===== src/rtl/vga_fb_arbiter.sv =====
// vga_fb_arbiter: shares a single-port synchronous framebuffer RAM between
// VGA scanout (hard priority) and a CPU load/store port.
//
// Ports:
//   clk, reset            system clock (2x pixel rate), synchronous active-high reset
//   pix_en                strobe on the first clk of each pixel period (display slot)
//   hcount, vcount        current scan position; bright flags the visible region
//   cpu_req/we/addr/wdata CPU request, held stable until cpu_ack
//   cpu_ack, cpu_rdata    one-cycle completion pulse and read data
//   mem_addr/we/wdata     RAM command, driven in the slot that owns the cycle
//   mem_rdata             RAM read data, one clk after address
//   pix_data, pix_valid   scanout word, two clk after the display slot
module vga_fb_arbiter #(
  parameter int unsigned DATA_W      = 16,
  parameter int unsigned ADDR_W      = 15,
  parameter int unsigned FB_WIDTH    = 160,
  parameter int unsigned SCALE_SHIFT = 2
) (
  input  logic              clk,
  input  logic              reset,
  input  logic              pix_en,
  input  logic [9:0]        hcount,
  input  logic [9:0]        vcount,
  input  logic              bright,
  input  logic              cpu_req,
  input  logic              cpu_we,
  input  logic [ADDR_W-1:0] cpu_addr,
  input  logic [DATA_W-1:0] cpu_wdata,
  output logic              cpu_ack,
  output logic [DATA_W-1:0] cpu_rdata,
  output logic [ADDR_W-1:0] mem_addr,
  output logic              mem_we,
  output logic [DATA_W-1:0] mem_wdata,
  input  logic [DATA_W-1:0] mem_rdata,
  output logic [DATA_W-1:0] pix_data,
  output logic              pix_valid
);

  typedef enum logic [1:0] {C_IDLE, C_GRANT, C_ACK} cpu_state_t;
  typedef enum logic [1:0] {SCAN_IDLE, SCAN_FETCH, SCAN_BLANK} scan_state_t;

  cpu_state_t        cpu_state;
  cpu_state_t        cpu_phase;
  scan_state_t       scan_state;
  logic              disp_slot;
  logic              cpu_slot;
  logic              grant;
  logic              ack_rd;
  logic [ADDR_W-1:0] addr_hold;
  logic [DATA_W-1:0] wdata_hold;
  logic [DATA_W-1:0] rdata_hold;
  logic [31:0]       disp_addr_full;

  // Slot decode and memory command mux. The grant is decided in the same
  // cycle the CPU drives the RAM so that a grant can never spill into the
  // following (possibly visible) display slot.
  always_comb begin
    disp_slot      = !reset && pix_en && bright;
    cpu_slot       = !reset && !disp_slot;
    grant          = cpu_slot && cpu_req && (cpu_state == C_IDLE);
    cpu_phase      = grant ? C_GRANT : cpu_state;
    disp_addr_full = 32'(vcount >> SCALE_SHIFT) * 32'(FB_WIDTH)
                   + 32'(hcount >> SCALE_SHIFT);

    mem_addr  = addr_hold;
    mem_we    = 1'b0;
    mem_wdata = wdata_hold;
    if (reset) begin
      mem_addr  = '0;
      mem_wdata = '0;
    end else if (disp_slot) begin
      mem_addr = ADDR_W'(disp_addr_full);
    end else if (cpu_phase == C_GRANT) begin
      mem_addr  = cpu_addr;
      mem_we    = cpu_we;
      mem_wdata = cpu_wdata;
    end

    // Read data arrives during the ack cycle; pass it through, then hold it.
    cpu_rdata = (cpu_ack && ack_rd) ? mem_rdata : rdata_hold;
  end

  // CPU handshake FSM, scanout return pipeline and held memory command.
  always_ff @(posedge clk) begin
    if (reset) begin
      cpu_state  <= C_IDLE;
      scan_state <= SCAN_IDLE;
      cpu_ack    <= 1'b0;
      ack_rd     <= 1'b0;
      rdata_hold <= '0;
      pix_data   <= '0;
      pix_valid  <= 1'b0;
      addr_hold  <= '0;
      wdata_hold <= '0;
    end else begin
      addr_hold  <= mem_addr;
      wdata_hold <= mem_wdata;

      case (cpu_state)
        C_IDLE:  cpu_state <= grant ? C_ACK : C_IDLE;
        C_ACK:   cpu_state <= C_IDLE;
        default: cpu_state <= C_IDLE;
      endcase
      cpu_ack <= grant;
      ack_rd  <= grant && !cpu_we;
      if (cpu_ack && ack_rd) begin
        rdata_hold <= mem_rdata;
      end

      if (pix_en) begin
        scan_state <= bright ? SCAN_FETCH : SCAN_BLANK;
      end else begin
        scan_state <= SCAN_IDLE;
      end

      case (scan_state)
        SCAN_FETCH: begin
          pix_data  <= mem_rdata;
          pix_valid <= 1'b1;
        end
        SCAN_BLANK: begin
          pix_data  <= '0;
          pix_valid <= 1'b0;
        end
        default: ;
      endcase
    end
  end

endmodule


===== config.mk =====
export PLATFORM = sky130hd
export DESIGN_NAME = vga_fb_arbiter
export DESIGN_NICKNAME = d
export VERILOG_FILES = /design/src/rtl/vga_fb_arbiter.sv
export SDC_FILE = /design/constraint.sdc
export NUM_CORES = 1
export LEC_CHECK = 0
export ABC_AREA = 0
export CORE_ASPECT_RATIO = 0.7
export CORE_MARGIN = 5
export CORE_UTILIZATION = 35
export DETAILED_ROUTE_END_ITERATION = 16
export PLACE_DENSITY = 0.66
export SLEW_MARGIN = 20
export SYNTH_ARGS = -nofsm -noshare
export SYNTH_HDL_FRONTEND = slang
export SYNTH_SLANG_ARGS = --single-unit
export TNS_END_PERCENT = 20

===== constraint.sdc =====
create_clock -name clk -period 3.2 [get_ports clk]
set_input_delay 0.48 -clock clk [delete_from_list [all_inputs] [get_ports clk]]
set_output_delay 0.48 -clock clk [all_outputs]
set_load 0.01 [all_outputs]

==> Word-level counts from Yosys, hierarchy flattened <==
Index checks and enable logic that the tools add are counted.
{ "op_classes": {"mux": 15, "mul": 1, "n_eq_ne": 3, "shift": 0, "add_sub_neg": 1, "n_reduce_logical": 14, "n_div": 0, "magnitude_cmp": 0, "bitwise_logic": 2} }
{ "ops": {"columns": ["cell", "count"], "rows": [
  ["2-to-1 mux 16 bit", 4],
  ["2-to-1 mux 15 bit", 3],
  ["one-hot mux 16 bit (2 select lines)", 1],
  ["adder 15 x 8 -> 15 bit", 1],
  ["multiplier 8 x 3 -> 10 bit, second input constant", 1],
  ["logical AND 1 bit", 7],
  ["2-to-1 mux 2 bit", 3],
  ["equality test 2 x 1 -> 1 bit, second input constant", 2],
  ["OR reduction 2 bit", 2],
  ["logical NOT 1 bit", 3],
  ["2-to-1 mux 1 bit", 3],
  ["equality test 2 bit, second input constant", 1],
  ["logical NOT 2 bit", 1],
  ["NOT 1 bit", 2],
  ["one-hot mux 1 bit (2 select lines)", 1],
  ["nonzero test 2 bit", 1]
]} }
{ "totals": {"ram_bits": 0, "romBits": 0, "ff_bits": 70, "latchBits": 0, "in_bits": 73, "mem_count": 0} }

==> Longest topological paths before layout <==
{ "depth": {"ltp_word": 12, "mapped_depth": 10, "mapped_depth_nobuf": 10} }

==> Worst setup path after synthesis <==
Ideal clock, no wire load.
{ "synth_timing": {"kind": "input -> output", "start": "input port vcount[3]", "end": "output port mem_addr[13]", "setup_slack_ns": -0.057, "n_path_buf": 0, "arrival_ns": 2.777, "stages": 10, "t_required_ns": 2.720, "cell_sequence": "ha_1 > ha_1 > inv_1 > fa_1 > xnor2_1 > or2b_1 > nor2_2 > nand3_1 > xor2_1 > a2111oi_1"} }
{ "synth_via": {"elab_chain_len": 4} }
{ "synth_lines": {"columns": ["item", "line_no", "source"], "rows": [
  ["start: declaration", "23", "input logic [9:0] vcount,"],
  ["multiplier 8 x 3 -> 10 bit", "62", "disp_addr_full = 32'(vcount >> SCALE_SHIFT) * 32'(FB_WIDTH)"],
  ["adder 15 x 8 -> 15 bit", "63", "+ 32'(hcount >> SCALE_SHIFT);"],
  ["2-to-1 mux 15 bit", "71", "end else if (disp_slot) begin"],
  ["2-to-1 mux 15 bit", "68", "if (reset) begin"],
  ["end: declaration", "31", "output logic [ADDR_W-1:0] mem_addr,"]
]} }
Every way passes these cells.

==> Worst setup path in the final report <==
{ "layout_timing": {"start": "input port vcount[4]", "end": "output port mem_addr[13]"} }
The elaborated chain is that of the path after synthesis.

==> reports/qor.csv <==
stage;metric;value;unit
placement;Placer Congestion;0.894;
routing;Initial DRC Count;133;
routing;total wire length;10.3;mm
routing;Avg Vias per Cell;4.84;
pwr;logic gate share of total power;25.4;%
clocking;largest buffer count on any clock path;2;
global_routing;met3 Resource Use GR;6.92;%
clocking;clk root buf;clkbuf_16;
floorplan;row count;30;
pwr;Leak;2.44;nW
cells_and_area;fin nets;647;
timing;Final Critical Period;3400;ps
routing;Avg WL per Cell;14.9;µm
clocking;TritonCTS clock tree;done;
global_routing;initial antenna violation count;0;
synthesis;synth top area cells;dfxtp_1 40%, nand2_1 6.9%, ha_1 5.9%;
synthesis;Ys Warns;0;
timing;setup ws final;-204;ps
global_routing;global route hottest layer;met2;
placement;Detail Placement HPWL;7.43;mm
floorplan;Core Region;9610;µm²
pwr;clock power share;38.6;%
worst_setup_path;max incr delay on CP;420;ps
synthesis;syn nets;482;
floorplan;starting density of the core;35.5;%
timing;clock skew;5.69;ps
pwr;PwrDens;452;nW/µm²
synthesis;FFs w/ async S/R, synth;0;%
worst_setup_path;Worst Path Arrival;2920;ps
worst_setup_path;slowest CP cell;fa_2;
synthesis;Seq/Total Area, Yosys;40.4;%
worst_setup_path;cell repeated most along the worst path;buf_2;
global_routing;met2 Use GR;28.4;%
worst_setup_path;worst path required time;2720;ps
cells_and_area;Ant. Diodes;0;
pwr;Sequential Power Share;36.0;%
synthesis;Synth Cell Area;3420;µm²
floorplan;IO Pins;139;
cells_and_area;fraction of layout instances using a drive strength above 1;18.0;%
clocking;H-tree lvl count;3;
timing;Slew Limit Fails;0;
pwr;sw frac;25.8;%
routing;via count;3334;
timing;fmax;294;MHz
pwr;Psw;0.658;mW
clocking;CTS Buf Count;9;
clocking;clock sink total;69;
floorplan;area of the die;11900;µm²
synthesis;share of the synthesized area in the top cell type;40.4;%
routing;DR pass1 iterations;4;
global_routing;number of global-route vias before repair;3416;
worst_setup_path;worst-path maximum fanout;2;
synthesis;syn avg cell area;8.74;µm²
routing;Remaining DRCs;0;
worst_hold_path;Hold WC Path Type;register to register;
timing;final worst path period share;106;%
routing;Routed Antenna Nets;0;
synthesis;top-count cell post-synth;dfxtp_1;
status;failing checks;negative setup slack;
global_routing;first-pass GRT wire length;16.8;mm
timing;WHS;483;ps
synthesis;Post-Synthesis Cells;391;
synthesis;number of flops mapped to enable cells by yosys;0;
worst_setup_path;critical path capture point type;primary output;
synthesis;Yosys cell types;45;
pwr;Int Power;1.89;mW
synthesis;Synth Register Bits;69;
floorplan;Die Width;128;µm
cells_and_area;FILL cells;873;
pwr;peak supply drop;258;µV
status;status;finished, violations left;
global_routing;met1 Use GR;21.6;%
timing;relative max-transition margin;29.9;%
global_routing;gr ovfl total;0;
synthesis;Synth area leader;dfxtp_1;
clocking;cts hold-fix bufs;0;
clocking;CTS clock-pin slew for the worst setup and hold paths;60;ps
pwr;Design Power;2.55;mW
global_routing;GRT Overall Usage;17.4;%
worst_setup_path;CP Class;input pin to primary output;
run;number of max-cap violations;0;
cells_and_area;Layout area overhead;65.3;%
placement;Buffers on Ports;134;
placement;Placement Setup Slack;-1050;ps
clocking;Clk Latency, worst-skew pair;320;ps
worst_setup_path;CP Cell Sequence;buf_2 -> ha_4 -> inv_1 -> fa_2 -> xnor2_2 -> or2b_4 -> buf_6 -> nor2_4 -> nand3_2 -> xor2_2 -> a2111oi_2 -> buf_2;
timing;final setup TNS;-549;ps
timing;unrepaired setup endpoints after global routing;true;
floorplan;DIE HEIGHT;92.7;µm
global_routing;largest net degree at the start of global routing;58;
synthesis;ys flop type;dfxtp_1;
worst_setup_path;Critical Path Start Type;input pin;
timing;Slew @ Worst Pin;1050;ps
worst_setup_path;delay-heaviest family, CP;adder cells;
worst_setup_path;worst path buffer plus inverter count;4;
timing;Final setup viols;4;
timing;Final Hold Vio Count;0;
synthesis;most common library cells after synthesis;69 x dfxtp_1, 63 x nand2_1, 36 x nor2_1;
[kinds of logic after synthesis]
| logic type | count (synthesis) | synth area share [%] |
|---|---|---|
| compound gates | 70 | 14.4 |
| xor+xnor | 9 | 2.31 |
| fa+ha+maj | 18 | 7.03 |
| buf+inv | 36 | 4.03 |
| flops | 69 | 40.4 |
| mux | 20 | 6.45 |
| simple gates | 169 | 25.4 |
[final timing paths]
kind	depth (start not counted)	slack [ps]	startpoint	to
worst max-delay path	12	-200	vcount[4]	mem_addr[13]
worst min-delay path	2	480	wdata_hold[0]$_SDFF_PP0_	wdata_hold[0]$_SDFF_PP0_
worst max register to register	5	1350	scan_state[0]$_SDFF_PP0_	pix_data[15]$_SDFFE_PP0P_
worst min register to register	2	480	wdata_hold[0]$_SDFF_PP0_	wdata_hold[0]$_SDFF_PP0_
[layer usage]
metal | share of wire, % | routed length (µm)
met5 | 0 | 0
met4 | 1.1 | 114
met3 | 7.8 | 803
met2 | 46 | 4680
met1 | 46 | 4690
[stage by stage]
stage	instance area [µm²]	instances	util [%]
CTS	5600	686	58.3
global route	5650	689	58.8
detailed placement	5130	665	53.4
floorplan	3420	391	-
global placement	5130	665	53.4
finish	5650	689	58.8
[registers in the layout, summed over array words and instances, names as in the netlist]
| signal | count |
|---|---|
| pix_data | 16 |
| rdata_hold | 16 |
| wdata_hold | 16 |
| addr_hold | 15 |
| scan_state | 2 |
| ack_rd | 1 |
| cpu_ack | 1 |
| cpu_state | 1 |
| pix_valid | 1 |
[cells in the final DEF (no fill, tap or decap), types with 5 or more instances in the layout]
cell type | Yosys | layout
nand3b_1 | 16 | 16
clkdlybuf4s50_1 | 0 | 117
buf_4 | 0 | 43
nor2_1 | 36 | 36
a21oi_1 | 19 | 18
o21ai_1 | 5 | 5
a311oi_1 | 18 | 18
inv_1 | 6 | 5
buf_2 | 2 | 7
mux2_1 | 16 | 16
nor2b_1 | 19 | 18
clkbuf_16 | 0 | 9
o21ai_0 | 7 | 7
dfxtp_1 | 69 | 69
ha_4 | 0 | 7
nor3b_1 | 17 | 17
ha_1 | 16 | 9
nand2_1 | 63 | 63
[final cells by class]
type,count,area [µm²],area share [%]
clock inverter,5,60.1,1.06
clock buffer,11,243,4.30
tap,128,160,2.84
sequential,69,1380,24.5
multi-input combinational,286,2070,36.6
timing repair buffer,181,1700,30.1
inverter,9,33.8,0.598
[worst reg2reg max path: stages, from the launching register on]
cell and delay, ps:
dfxtp_1 300, inv_1 40, ha_1 970, nor2_1 170
a22oi_1 200, nor2_1 60
[what timing repair did]
action                                  in CTS  in global routing
buffers inserted                             5                  3
resized for setup                           66                  8
endpoints found under the setup margin       8                  6
pin swaps                                   16                  8
[power groups by stage]
stage          Combinational (mW)  Sequential, mW  Clock, mW
4_1_cts                     0.623           0.920       1.01
6_report                    0.647           0.920      0.985
2_1_floorplan               0.264           0.942          0
3_5_place_dp                0.572           0.939          0
5_1_grt                     0.704           0.924       1.05
3_3_place_gp                0.566           0.937          0
No activity file was read; power rests on OpenSTA's default activity.
==> RTL edit: new RTL, config.mk and constraints unchanged <==
Take the reset off `addr_hold` and `wdata_hold` and load them in a clocked block of their own.
--- a/src/rtl/vga_fb_arbiter.sv
+++ b/src/rtl/vga_fb_arbiter.sv
@@ -90,11 +90,7 @@
       rdata_hold <= '0;
       pix_data   <= '0;
       pix_valid  <= 1'b0;
-      addr_hold  <= '0;
-      wdata_hold <= '0;
     end else begin
-      addr_hold  <= mem_addr;
-      wdata_hold <= mem_wdata;
 
       case (cpu_state)
         C_IDLE:  cpu_state <= grant ? C_ACK : C_IDLE;
@@ -127,5 +123,10 @@
     end
   end
 
+  always_ff @(posedge clk) begin
+    addr_hold  <= mem_addr;
+    wdata_hold <= mem_wdata;
+  end
+
 endmodule
 
Function: kept (equiv_simple and equiv_induct, registers matched by name and starting in step).
==> RTL edit against the original RTL <==
  * The run still ends with setup timing left
  * Via count shrank 8.0%
  * Worst setup slack improved by 0.085 ns
  * Synthesized area down 5.4%
  * Sequential cell count stayed put
  * Global-route usage down 0.26 points
  * Routed wire length shrank 6.6%
  * Combinational power shrank 8.7%
  * Critical path depth is the same
  * Cell area decreased by 5.2%
  * Power decreased by 2.7%
  * Core utilization is 0.48 points higher
  * Count of clock-buffer cells in the layout is the same
  * Clock skew down 0.00080 ns
  * Highest routed layer unchanged
==> RTL edit: results (changes against the original RTL) <==
[layout]
final_cells = 648  ; was 689
drive_above_1_share = 0.179  ; was 0.180
nets = 610  ; was 647
top_regs = pix_data: 16 flops, rdata_hold: 16 flops, wdata_hold: 16 flops  ; unchanged

[timing]
layout_setup_ws_ns = -0.119  ; was -0.204 ns
setup_tns_ns = -0.253  ; was -0.549 ns
slew_headroom = 0.341  ; was 0.299
finClkSkew_ns = 0.00489  ; was 0.00569 ns
holdWs_ns = 0.473  ; was 0.483 ns
setup_violations = 3  ; was 4

[grt]
grt_use_total = 0.172  ; was 0.174
grt_start_max_net_pins = 50  ; was 58
grt_pass1_vias = 3270  ; was 3,416
grt_pass1_wl_mm = 16.0  ; was 16.8 mm

[placement]
place_ws_ns = -1.02  ; was -1.05 ns
dp_hpwl_mm = 6.94  ; was 7.43 mm
dpl-instance-area_um2 = 4900  ; was 5130 µm²
place_inst = 627  ; was 665
gp_congestion = 0.844  ; was 0.894

[status]
failed_checks = setup timing  ; unchanged
status = finished with violations  ; unchanged

[setup_path]
path_max_fanout = 2  ; unchanged
worstPathArrival_ns = 2.84  ; was 2.92 ns
slowest_stage = a2111oi_2  ; was fa_2
worstSetupStartpoint = vcount[3]  ; was vcount[4]
r2r_setup_slack_ns = 1.39  ; was 1.35 ns

[clock_network]
root_buffer = clkbuf_16  ; unchanged
cts_resized = 71  ; was 66
cts_made_buffers = 9  ; unchanged
cts_setup_buffers = 2  ; was 5
cts_htree_levels = 3  ; unchanged
clk_latency_ns = 0.33

[detailed_routing]
drt_iter0_drc = 140  ; was 133
totalWireLength_mm = 9.61  ; was 10.3 mm
viasPerCell = 4.73  ; was 4.84

[yosys]
synth.area.mux_share = 0.0682  ; was 0.0645
synth.avg_cell_area_um2 = 9.05  ; was 8.74 µm²
ys_types = 44  ; was 45
async_flop_share = 0  ; unchanged
yosysSeqAreaShare = 0.428  ; was 0.404
synthTopCellsByCount = dfxtp_1, nand2_1, nor2_1  ; unchanged
post_synth_fa_ha_maj_area_fraction = 0.0744  ; was 0.0703
synth.area.top_cells = dfxtp_1, ha_1, mux2_1  ; was dfxtp_1, nand2_1, ha_1
synth_compound_area_frac = 0.115  ; was 0.144
ys_warn_count = 0  ; unchanged
syn-num-nets = 448  ; was 482
synth_xor_area_frac = 0.0267  ; was 0.0231

[min_path]
min_to = wdata_hold[8]  ; was wdata_hold[0]
holdCritStartpoint = wdata_hold[8]  ; was wdata_hold[0]
hold_depth = 2  ; unchanged

[pwr]
peakVddDrop_mv = 0.287  ; was 0.258 mV
leakage_nw = 2.24  ; was 2.44 nW

==> RTL edit: cell count changes after synthesis, moves of 2 or more <==
cell       change
nand2_1       -16
a2111oi_1      -2
a311oi_1       -9
o21ai_1        -3
o21ai_0        +2
buf_1          -4
a211oi_1       -2
nor2_1         +2
nor2_2         -2
==> RTL edit: layer usage <==
metal,global-route usage,vias up,wire length [µm]
li1,-,1553,-
met3,0.0762,13,893
met5,0,-,0
met2,0.276,112,4250
met4,0.0478,0,106
met1,0.209,1390,4360
==> RTL edit: cell type report <==
cell class | count | area, µm²
repair buffers | 175 | 1610
clock buffers | 11 | 233
fillers | 798 | 3680
multi-input cells | 255 | 1880
clock inverters | 5 | 60.1
well taps | 124 | 155
inverters | 9 | 33.8
flip-flops and latches | 69 | 1380
==> RTL edit: power breakdown <==
part	internal (mW)	total, mW	switching [mW]	leakage (nW)
Sequential	0.906	0.920	0.0143	0.564
Combinational	0.333	0.591	0.258	1.53
Clock	0.606	0.972	0.366	0.140
